--- src/rtl/wb_copy_pkg.sv ---
// Shared types and constants for the Wishbone word-copy master.
package wb_copy_pkg;

  localparam logic [31:0] WORD_BYTES = 32'd4;

  typedef enum logic [2:0] {
    IDLE,
    RD,
    RD_GAP,
    WR,
    WR_GAP,
    DONE
  } state_t;

endpackage

--- src/rtl/wb_ack_timer.sv ---
// Ack watchdog: counts request cycles from 0 and flags expiry in the cycle
// that completes TIMEOUT_CYC cycles without leaving the request.
module wb_ack_timer #(
  parameter int TIMEOUT_CYC = 255
) (
  input  logic wb_clk_i,
  input  logic rst_n,
  input  logic clear,
  input  logic run,
  output logic expired
);

  localparam int CW = (TIMEOUT_CYC < 2) ? 1 : $clog2(TIMEOUT_CYC + 1);

  logic [CW-1:0] cnt_q;

  always_ff @(posedge wb_clk_i or negedge rst_n) begin
    if (!rst_n) begin
      cnt_q <= '0;
    end else if (clear) begin
      cnt_q <= '0;
    end else if (run && !expired) begin
      cnt_q <= cnt_q + 1'b1;
    end
  end

  assign expired = run && (cnt_q == CW'(TIMEOUT_CYC - 1));

endmodule

--- src/rtl/wb_copy_master.sv ---
// Wishbone classic master copying len 32-bit words from src to dst, one read
// then one write per word with a one-cycle bus gap after each access.
// Optional ack watchdog and err flag: define WB_COPY_TIMEOUT_EN.
//
// state  | meaning
// IDLE   | waiting for start
// RD     | read request on the bus, waiting for ack
// RD_GAP | bus idle one cycle, read word held
// WR     | write request on the bus, waiting for ack
// WR_GAP | bus idle one cycle, decide next word or finish
// DONE   | done pulse, back to IDLE
module wb_copy_master
  import wb_copy_pkg::*;
#(
  parameter int TIMEOUT_CYC = 255,
  parameter int LEN_W       = 16
) (
  input  logic             wb_clk_i,
  input  logic             rst_n,
  input  logic             start,
  input  logic [31:0]      src_addr,
  input  logic [31:0]      dst_addr,
  input  logic [LEN_W-1:0] len,
  output logic             busy,
  output logic             done,
  output logic             err,
  output logic             wbm_cyc_o,
  output logic             wbm_stb_o,
  output logic             wbm_we_o,
  output logic [3:0]       wbm_sel_o,
  output logic [31:0]      wbm_adr_o,
  output logic [31:0]      wbm_dat_o,
  input  logic [31:0]      wbm_dat_i,
  input  logic             wbm_ack_i
);

  state_t state, state_nxt;

  logic [31:0]      src_q, dst_q, hold_q, adr_q, dat_q;
  logic [LEN_W-1:0] cnt_q;
  logic             start_ok, req, tmo;
  logic             unused_addr_lsb;

  assign unused_addr_lsb = ^{src_addr[1:0], dst_addr[1:0]};
  assign start_ok = (state == IDLE) && start;
  assign req      = (state == RD) || (state == WR);

`ifdef WB_COPY_TIMEOUT_EN
  logic tmo_exp, err_q;

  wb_ack_timer #(.TIMEOUT_CYC(TIMEOUT_CYC)) u_ack_timer (
    .wb_clk_i (wb_clk_i),
    .rst_n    (rst_n),
    .clear    (!req),
    .run      (req),
    .expired  (tmo_exp)
  );

  // An ack in the expiry cycle wins over the timeout.
  always_ff @(posedge wb_clk_i or negedge rst_n) begin
    if (!rst_n)                          err_q <= 1'b0;
    else if (start_ok)                   err_q <= 1'b0;
    else if (req && !wbm_ack_i && tmo_exp) err_q <= 1'b1;
  end

  assign tmo = tmo_exp;
  assign err = err_q;
`else
  assign tmo = 1'b0;
  assign err = 1'b0;
`endif

  always_ff @(posedge wb_clk_i or negedge rst_n) begin
    if (!rst_n) state <= IDLE;
    else        state <= state_nxt;
  end

  always_comb begin
    state_nxt = state;
    wbm_cyc_o = 1'b0;
    wbm_stb_o = 1'b0;
    wbm_we_o  = 1'b0;
    wbm_sel_o = 4'h0;
    busy      = (state != IDLE);
    done      = 1'b0;
    case (state)
      IDLE:    if (start) state_nxt = (len == '0) ? DONE : RD;
      RD: begin
        wbm_cyc_o = 1'b1;
        wbm_stb_o = 1'b1;
        wbm_sel_o = 4'hF;
        if (wbm_ack_i) state_nxt = RD_GAP;
        else if (tmo)  state_nxt = DONE;
      end
      RD_GAP:  state_nxt = WR;
      WR: begin
        wbm_cyc_o = 1'b1;
        wbm_stb_o = 1'b1;
        wbm_we_o  = 1'b1;
        wbm_sel_o = 4'hF;
        if (wbm_ack_i) state_nxt = WR_GAP;
        else if (tmo)  state_nxt = DONE;
      end
      WR_GAP:  state_nxt = (cnt_q != '0) ? RD : DONE;
      DONE: begin
        done      = 1'b1;
        state_nxt = IDLE;
      end
      default: state_nxt = IDLE;
    endcase
  end

  // adr/dat are loaded as each request begins so they stay put through gaps.
  always_ff @(posedge wb_clk_i or negedge rst_n) begin
    if (!rst_n) begin
      src_q  <= '0;
      dst_q  <= '0;
      cnt_q  <= '0;
      hold_q <= '0;
      adr_q  <= '0;
      dat_q  <= '0;
    end else begin
      case (state)
        IDLE: if (start) begin
          src_q <= {src_addr[31:2], 2'b00};
          dst_q <= {dst_addr[31:2], 2'b00};
          cnt_q <= len;
          if (len != '0) adr_q <= {src_addr[31:2], 2'b00};
        end
        RD:     if (wbm_ack_i) hold_q <= wbm_dat_i;
        RD_GAP: begin
          adr_q <= dst_q;
          dat_q <= hold_q;
        end
        WR: if (wbm_ack_i) begin
          src_q <= src_q + WORD_BYTES;
          dst_q <= dst_q + WORD_BYTES;
          cnt_q <= cnt_q - 1'b1;
        end
        WR_GAP: if (cnt_q != '0) adr_q <= src_q;
        default: ;
      endcase
    end
  end

  assign wbm_adr_o = adr_q;
  assign wbm_dat_o = dat_q;

endmodule
--- config.mk ---
export PLATFORM = sky130hd
export DESIGN_NAME = wb_copy_master
export DESIGN_NICKNAME = d
export VERILOG_FILES = /design/src/rtl/wb_copy_pkg.sv /design/src/rtl/wb_ack_timer.sv /design/src/rtl/wb_copy_master.sv
export SDC_FILE = /design/constraint.sdc
export NUM_CORES = 1
export LEC_CHECK = 0
export ABC_CLOCK_PERIOD_IN_PS = 5800
export BUFFER_PORTS_ARGS = -buffer_cell sky130_fd_sc_hd__buf_2
export CAP_MARGIN = 10
export CELL_PAD_IN_SITES_DETAIL_PLACEMENT = 0
export CELL_PAD_IN_SITES_GLOBAL_PLACEMENT = 2
export CORE_ASPECT_RATIO = 1.25
export CORE_MARGIN = 4
export CORE_UTILIZATION = 30
export CTS_CLUSTER_SIZE = 40
export DETAILED_ROUTE_END_ITERATION = 6
export GPL_TIMING_DRIVEN = 0
export PLACE_DENSITY_LB_ADDON = 0.15
export REMOVE_ABC_BUFFERS = 1
export SLEW_MARGIN = 20
export SYNTH_ARGS = -nofsm -noshare
export SYNTH_HDL_FRONTEND = slang
export SYNTH_HIERARCHICAL = 1
export SYNTH_SLANG_ARGS = --single-unit
--- constraint.sdc ---
create_clock -name wb_clk_i -period 5.8 [get_ports wb_clk_i]
set_input_delay 0.87 -clock wb_clk_i [delete_from_list [all_inputs] [get_ports wb_clk_i]]
set_output_delay 0.87 -clock wb_clk_i [all_outputs]
set_load 0.01 [all_outputs]
==> metrics.yaml, run 1 <==
pwr:
  p_seq_share_pct: 37.3
  power_mw: 6.488
  p_comb_share_pct: 45.4
  p_sw_mw: 2.727
  pwr-share-clk_pct: 17.2
  switching_share_pct: 42.04
  power_density_nw_per_um2: 582.7
  ir_worst_vdd_mv: 0.2309
  p_int_mw: 3.761
  p_leak_nw: 4.655
cts:
  clk_pin_slew_worst_paths_ps: 80
  cts_tree: "built"
  insertion_delay_ps: 440
  numCtsBuffers: 17
  clock-sinks: 174
  clock_path_buffers: 2
  post-cts-setup-buffer-count: 0
  post_cts_resized: 0
  root_buffer: "clkbuf_16"
  cts_hold_buf: 0
  htree_levels: 4
final_layout:
  seqCellArea_um2: 4354
  final_cells: 1494
  nets: 1198
  final_layout_size_suffix_gt1_share_pct: 30.13
  area_growth_pct: 21.69
  final_area_um2: 11130
  multi_input_area_um2: 4347
  postLayoutCoreUtil_pct: 36.97
  fillerInstances: 3117
synth:
  synth_area_leaders: "dfrtp_1, mux2_2, o22a_1"
  synth_edf_count: 0
  yosysMostFrequentCell: "dfrtp_1"
  yosys-top-cells-count: "dfrtp_1, nand2_1, a21oi_1, nand3_1, mux2_2"
  syn_inst: 932
  netlist.area_leader.share_pct: 47.59
  async_flop_share_pct: 100.0
  yosysTopAreaCell: "dfrtp_1"
  avgSynthCellArea_um2: 9.818
  synth_cell_types: 68
  syn_area_um2: 9150
  ys_seq_area_share_pct: 47.59
  ys_seq_elements: 174
  yosys_warnings: 6
  ys.flop_type: "dfrtp_1"
die:
  fp.dieH_um: 203.3
  core_area_um2: 30120
  std_cell_rows: 71
  num_io_pins: 190
  initial_core_util_pct: 30.38
  die_x_um: 164.2
  die-area_um2: 33380
timing:
  period_needed_ps: 3087
  setup_violations: 0
  hold_viol: 0
  rsz0062_at_grt: "no"
  setup_slack_ps: 2713
  drv_slew: 0
  maxSlewHeadroom_pct: 34.12
  fmax_ghz: 0.3240
  period_share_pct: 53.22
  worst_pin_slew_ps: 984.6
  hold_ws_ps: 323.8
  skew_ps: 9.662
  setup-tns-final_ps: 0
drt:
  drt-initial-drc-count: 464
  vias: 7928
  drc_errors: 0
  first_pass_iters: 5
  routed_wl_mm: 29.84
  avgRoutedWirePerCell_um: 19.97
  viasPerCell: 5.307
  antenna_left: 0
grt:
  overflow: 0
  track_usage_pct: 17.90
  grt_max_degree: 100
  met2_usage_pct: 28.58
  met1_usage_pct: 23.88
  top_usage_layer: "met2"
  grt_pass1_vias: 7974
  grt_pass1_wl_mm: 46.73
  grt_use_met3_pct: 5.680
  grt_antenna_before_repair: 8
setup_path:
  critical_path_class: "flip-flop to output pin"
  cp.arrival_ps: 2220
  startpoint_type: "flip-flop"
  path_max_fanout: 36
  required_ps: 4930
  endpoint_kind: "output pin"
outcome:
  status: "finished clean"
place:
  place_congestion: 0.7418
  preCtsSetupSlack_ps: 2877
  hpwl_mm: 21.29
  dp_cells: 1461
  portBuffers: 184
  placed_cell_area_um2: 10580
worst_hold_path:
  min_path_type: "input port to async pin"
job:
  drv_cap: 0
[final cells by class]
cell class,count,share of cell area (%)
Timing Repair Buffer,214,12.00
Sequential cell,174,39.11
Clock buffer,17,3.821
Inverter,10,0.3821
Tap cell,401,4.506
Multi-Input combinational cell,662,39.04
Antenna cell,1,0.02247
Clock inverter,15,1.124
[routing by layer]
layer	wire, um	vias up	share of wire (%)
met2	14040	186	47
met3	2014	28	6.7
met5	88	-	0.29
met4	299	14	1.0
li1	-	3792	-
met1	13400	3908	45
[state kept, by name (all words and copies together) (netlist names)]
signal     count
dst_q         30
src_q         30
wbm_adr_o     31
state          3
hold_q        32
wbm_dat_o     32
cnt_q         16
[critical path, cell delays in order, from the launching register on]
cell and delay (ps):
dfrtp_1 640, nand3b_1 390, buf_6 290, inv_6 230, buf_2 190
[cell families (layout without fill, tap and decap cells)]
logic type	Yosys count	in the layout	share of synthesized area, %
adder cells (fa/ha/maj)	3	3	0.4103
buffers and inverters	96	256	5.456
multiplexers	64	64	7.876
XOR/XNOR	1	1	0.09574
AND/OR/NAND/NOR	310	310	16.94
flip-flops	174	174	47.59
other	1	2	0.04098
AO/OA/AOI/OAI	283	283	21.59
[power groups by stage]
stage / clock network [mW] / registers, mW / logic, mW
final: 1.12 / 2.42 / 2.95
after global routing: 1.21 / 2.52 / 3.29
after CTS: 1.16 / 2.42 / 3.01
after detailed placement: 0 / 2.43 / 3.00
after global placement: 0 / 2.42 / 2.91
after floorplan: 0 / 2.37 / 1.84
[path summary, 6_finish.rpt]
path	from	endpoint	slack, ps	depth (start not counted)
worst max register to register	state[1]$_DFFE_PN0P_	src_q[27]$_DFFE_PN0P_	3100	7
max in group asynchronous	rst_n	wbm_dat_o[23]$_DFFE_PN0N_	4730	2
min in group wb_clk_i	hold_q[26]$_DFFE_PN0P_	wbm_dat_o[26]$_DFFE_PN0N_	500	1
worst max-delay path	state[1]$_DFFE_PN0P_	wbm_we_o	2710	4
worst min-delay path	rst_n	cnt_q[0]$_DFFE_PN0P_	320	1
worst min register to register	hold_q[26]$_DFFE_PN0P_	wbm_dat_o[26]$_DFFE_PN0N_	500	1
[placed cells by master (no fill, tap or decap), drive strengths merged, types with 13 or more instances in the layout]
cell / count
a21oi: 68
a22oi: 30
a2bb2oi: 13
and3: 15
buf: 214
clkbuf: 17
dfrtp: 174
inv: 20
mux2: 64
nand2: 87
nand3: 68
nand4: 23
nor2: 58
nor3: 14
o21ai: 38
o22a: 47
o22ai: 23
(Power assumes the default switching activity.)
==> run 2, diff against run 1 <==
--- a/config.mk
+++ b/config.mk
@@ -5,14 +5,15 @@
 export SDC_FILE = /design/constraint.sdc
 export NUM_CORES = 1
 export LEC_CHECK = 0
-export ABC_CLOCK_PERIOD_IN_PS = 5800
+export ABC_AREA = 1
+export ABC_CLOCK_PERIOD_IN_PS = 2600
 export BUFFER_PORTS_ARGS = -buffer_cell sky130_fd_sc_hd__buf_2
 export CAP_MARGIN = 10
 export CELL_PAD_IN_SITES_DETAIL_PLACEMENT = 0
 export CELL_PAD_IN_SITES_GLOBAL_PLACEMENT = 2
 export CORE_ASPECT_RATIO = 1.25
 export CORE_MARGIN = 4
-export CORE_UTILIZATION = 30
+export CORE_UTILIZATION = 28
 export CTS_CLUSTER_SIZE = 40
 export DETAILED_ROUTE_END_ITERATION = 6
 export GPL_TIMING_DRIVEN = 0
==> constraint.sdc (replaced) <==
create_clock -name wb_clk_i -period 2.6 [get_ports wb_clk_i]
set_input_delay 0.39 -clock wb_clk_i [delete_from_list [all_inputs] [get_ports wb_clk_i]]
set_output_delay 0.39 -clock wb_clk_i [all_outputs]
set_load 0.01 [all_outputs]
==> metrics.yaml, run 2 <==
outcome:
  status: "finished clean"
cts:
  clock_path_buffers: 2  # unchanged
  clk_pin_slew_worst_paths_ps: 70  # about the same
  clock-sinks: 174  # unchanged
  insertion_delay_ps: 450  # about the same
  htree_levels: 4  # unchanged
  cts_tree: "built"
  numCtsBuffers: 17  # unchanged
  root_buffer: "clkbuf_16"
grt:
  track_usage_pct: 17.76  # -0.14 points
  grt_antenna_before_repair: 2  # -6
  grt_pass1_vias: 9490  # +19%
  overflow: 0  # unchanged
  grt_pass1_wl_mm: 54.65  # +17%
  grt_max_degree: 113  # +13%
synth:
  synth_cell_types: 37  # -46%
  yosysTopAreaCell: "dfrtp_1"
  ys_seq_elements: 174  # unchanged
  synth_edf_count: 0  # unchanged
  async_flop_share_pct: 100.0  # unchanged
  syn_area_um2: 10180  # +11%
  ys.flop_type: "dfrtp_1"
  synth_area_leaders: "dfrtp_1, nand2_1, nor2_1"
  avgSynthCellArea_um2: 6.768  # -31%
  yosys-top-cells-count: "nand2_1, nor2_1, dfrtp_1"
  yosysMostFrequentCell: "nand2_1"
  syn_inst: 1504  # +61%
  ys_seq_area_share_pct: 42.78  # -4.8 points
  netlist.area_leader.share_pct: 42.78  # -4.8 points
  yosys_warnings: 6  # unchanged
final_layout:
  postLayoutCoreUtil_pct: 34.78  # -2.2 points
  fillerInstances: 3935  # +26%
  final_common_cell: "nand2_1"
  area_growth_pct: 21.82
  final_layout_size_suffix_gt1_share_pct: 16.89  # -13 points
  final_cells: 2139  # +43%
  nets: 1772  # +48%
  final_cell_mix: "nand2_1, nor2_1, buf_2"
timing:
  setup_slack_ps: 196.5  # -2517 ps
  rsz0062_at_grt: "no"
  setup_violations: 0  # unchanged
  period_share_pct: 92.44
  drv_slew: 0  # unchanged
  skew_ps: 14.39  # +4.726 ps
  maxSlewHeadroom_pct: 43.02  # +8.9 points
  period_needed_ps: 2404
  worst_pin_slew_ps: 851.6  # -133.0 ps
  hold_ws_ps: 172.7  # -151.1 ps
  hold_viol: 0  # unchanged
  fmax_ghz: 0.4161
setup_path:
  path_max_fanout: 54  # +50%
  startpoint_type: "flip-flop"
  cp.arrival_ps: 2010  # -210 ps
  rr_worst_depth: 10  # +3
  required_ps: 2210  # -2720 ps
  crit_end: "wbm_we_o"
  r2r-end: "cnt_q[11]$_DFFE_PN0P_"
  startpoint: "state[0]$_DFFE_PN0P_"
  endpoint_kind: "output pin"
  r2r_start: "state[0]$_DFFE_PN0P_"
  rrSetupSlack_ps: 260  # -2840 ps
  critical_path_class: "flip-flop to output pin"
place:
  portBuffers: 184  # unchanged
  dp_cells: 2101  # +44%
  place_congestion: 0.7966  # +7.4%
  hpwl_mm: 24.66  # +16%
  preCtsSetupSlack_ps: -961.5  # -3838 ps
pwr:
  p_seq_share_pct: 35.2  # -2.1 points
  p_int_mw: 8.160  # +120%
  switching_share_pct: 46.80  # +4.8 points
  p_leak_nw: 6.071  # +30%
  p_sw_mw: 7.179  # +160%
  ir_worst_vdd_mv: 0.5693  # +150%
  power_density_nw_per_um2: 1237  # +110%
  pwr-share-clk_pct: 16.9  # -0.3 points
  p_comb_share_pct: 47.8  # +2.4 points
drt:
  antenna_left: 0  # unchanged
  viasPerCell: 4.559  # -14%
  first_pass_iters: 5  # unchanged
  routed_wl_mm: 35.71  # +20%
  drc_errors: 0  # unchanged
  vias: 9752  # +23%
  drt-initial-drc-count: 495  # +6.7%
  avgRoutedWirePerCell_um: 16.70  # -16%
die:
  die-area_um2: 39480  # +18%
  die_x_um: 178.5  # +8.7%
  std_cell_rows: 77  # +8.5%
  initial_core_util_pct: 28.55  # -1.8 points
  fp.dieH_um: 221.2  # +8.8%
  num_io_pins: 190  # unchanged
  core_area_um2: 35650  # +18%
job:
  drv_cap: 0  # unchanged
worst_hold_path:
  min_path_type: "input port to flip-flop"
==> run 2: cell count changes in the layout (fill, tap and decap cells not counted), sizes merged, moves of 15 or more <==
cell   before  now
a21oi      68   20
a22oi      30    0
and3       15    0
inv        20   97
mux2       64   26
nand2      87  616
nand3      68  122
nor2       58  239
o21ai      38   60
o22a       47    0
o22ai      23    2
==> run 2: cells by family (layout without fill, tap and decap cells) <==
group | after synthesis | in the layout | synth area share, %
and+or+nand+nor | 1023 | 1024 | 40.75
DFF | 174 | 174 | 42.78
buffers and inverters | 170 | 329 | 7.019
AOI/OAI and AO/OA | 95 | 95 | 5.126
muxes | 27 | 27 | 2.975
xor gates and xnor gates | 11 | 11 | 0.9465
adders and majority gates | 3 | 3 | 0.3688
other | 1 | 2 | 0.03684
==> run 2: critical path, stage by stage, from the launching register on <==
cell,delay (ps)
dfrtp_1,490
inv_2,100
nor2_4,250
nand2_8,250
clkinv_16,220
buf_2,170
==> run 2: area by class of cell <==
cell class	count	area [um^2]	share of cell area, %
well taps	474	593.1	4.783
clock inverters	12	140.1	1.130
inverters	97	405.4	3.269
clock buffers	18	429.2	3.461
diodes	1	2.502	0.02018
repair buffers	202	1265	10.20
multi-input cells	1161	5210	42.02
flip-flops and latches	174	4354	35.12
==> run 2: power groups by stage <==
stage | logic (mW) | clock network (mW) | registers [mW]
6_report | 7.34 | 2.60 | 5.41
5_1_grt | 8.45 | 2.79 | 5.63
4_1_cts | 7.35 | 2.69 | 5.43
3_5_place_dp | 7.19 | 0 | 5.47
3_3_place_gp | 6.79 | 0 | 5.42
2_1_floorplan | 4.47 | 0 | 5.23
==> run 2: metrics by stage <==
step | instance area (um^2) | setup TNS (ps) | power (mW)
6_report | 12400 | 0 | 15.34
5_1_grt | 12400 | 0 | 16.87
4_1_cts | 12320 | 0 | 15.47
3_5_place_dp | 11660 | -40080 | 12.66
3_3_place_gp | 11340 | -726840 | 12.21
2_1_floorplan | 9828 | -73660 | 9.699
==> run 2: worst min-delay path by stage <==
stage / depth (start not counted) / to / slack, ps / start
after floorplan: 0 / cnt_q[0]$_DFFE_PN0P_ / 90 / rst_n
after global routing: 2 / state[1]$_DFFE_PN0P_ / 160 / wbm_ack_i
after global placement: 2 / wbm_dat_o[14]$_DFFE_PN0N_ / 450 / wbm_dat_o[14]$_DFFE_PN0N_
after CTS: 2 / state[1]$_DFFE_PN0P_ / 140 / wbm_ack_i
after detailed placement: 1 / hold_q[31]$_DFFE_PN0P_ / 180 / rst_n
final: 2 / state[1]$_DFFE_PN0P_ / 170 / wbm_ack_i
==> run 2: timing repair <==
item,4_1_cts,5_1_grt
gates resized for setup,11,4
gates cloned,1,1
hold endpoints to repair,7,0
pin swaps,2,1
hold buffers,1,0
setup buffers,1,3
setup endpoints to repair,65,40
==> run 2: routing by layer <==
| layer | global-route usage [%] | vias up | part of all wire (%) |
|---|---|---|---|
| met5 | 0 | - | 0.031 |
| met2 | 30.41 | 177 | 50 |
| met4 | 3.666 | 2 | 0.81 |
| li1 | - | 5033 | - |
| met3 | 2.800 | 23 | 3.9 |
| met1 | 23.70 | 4517 | 46 |
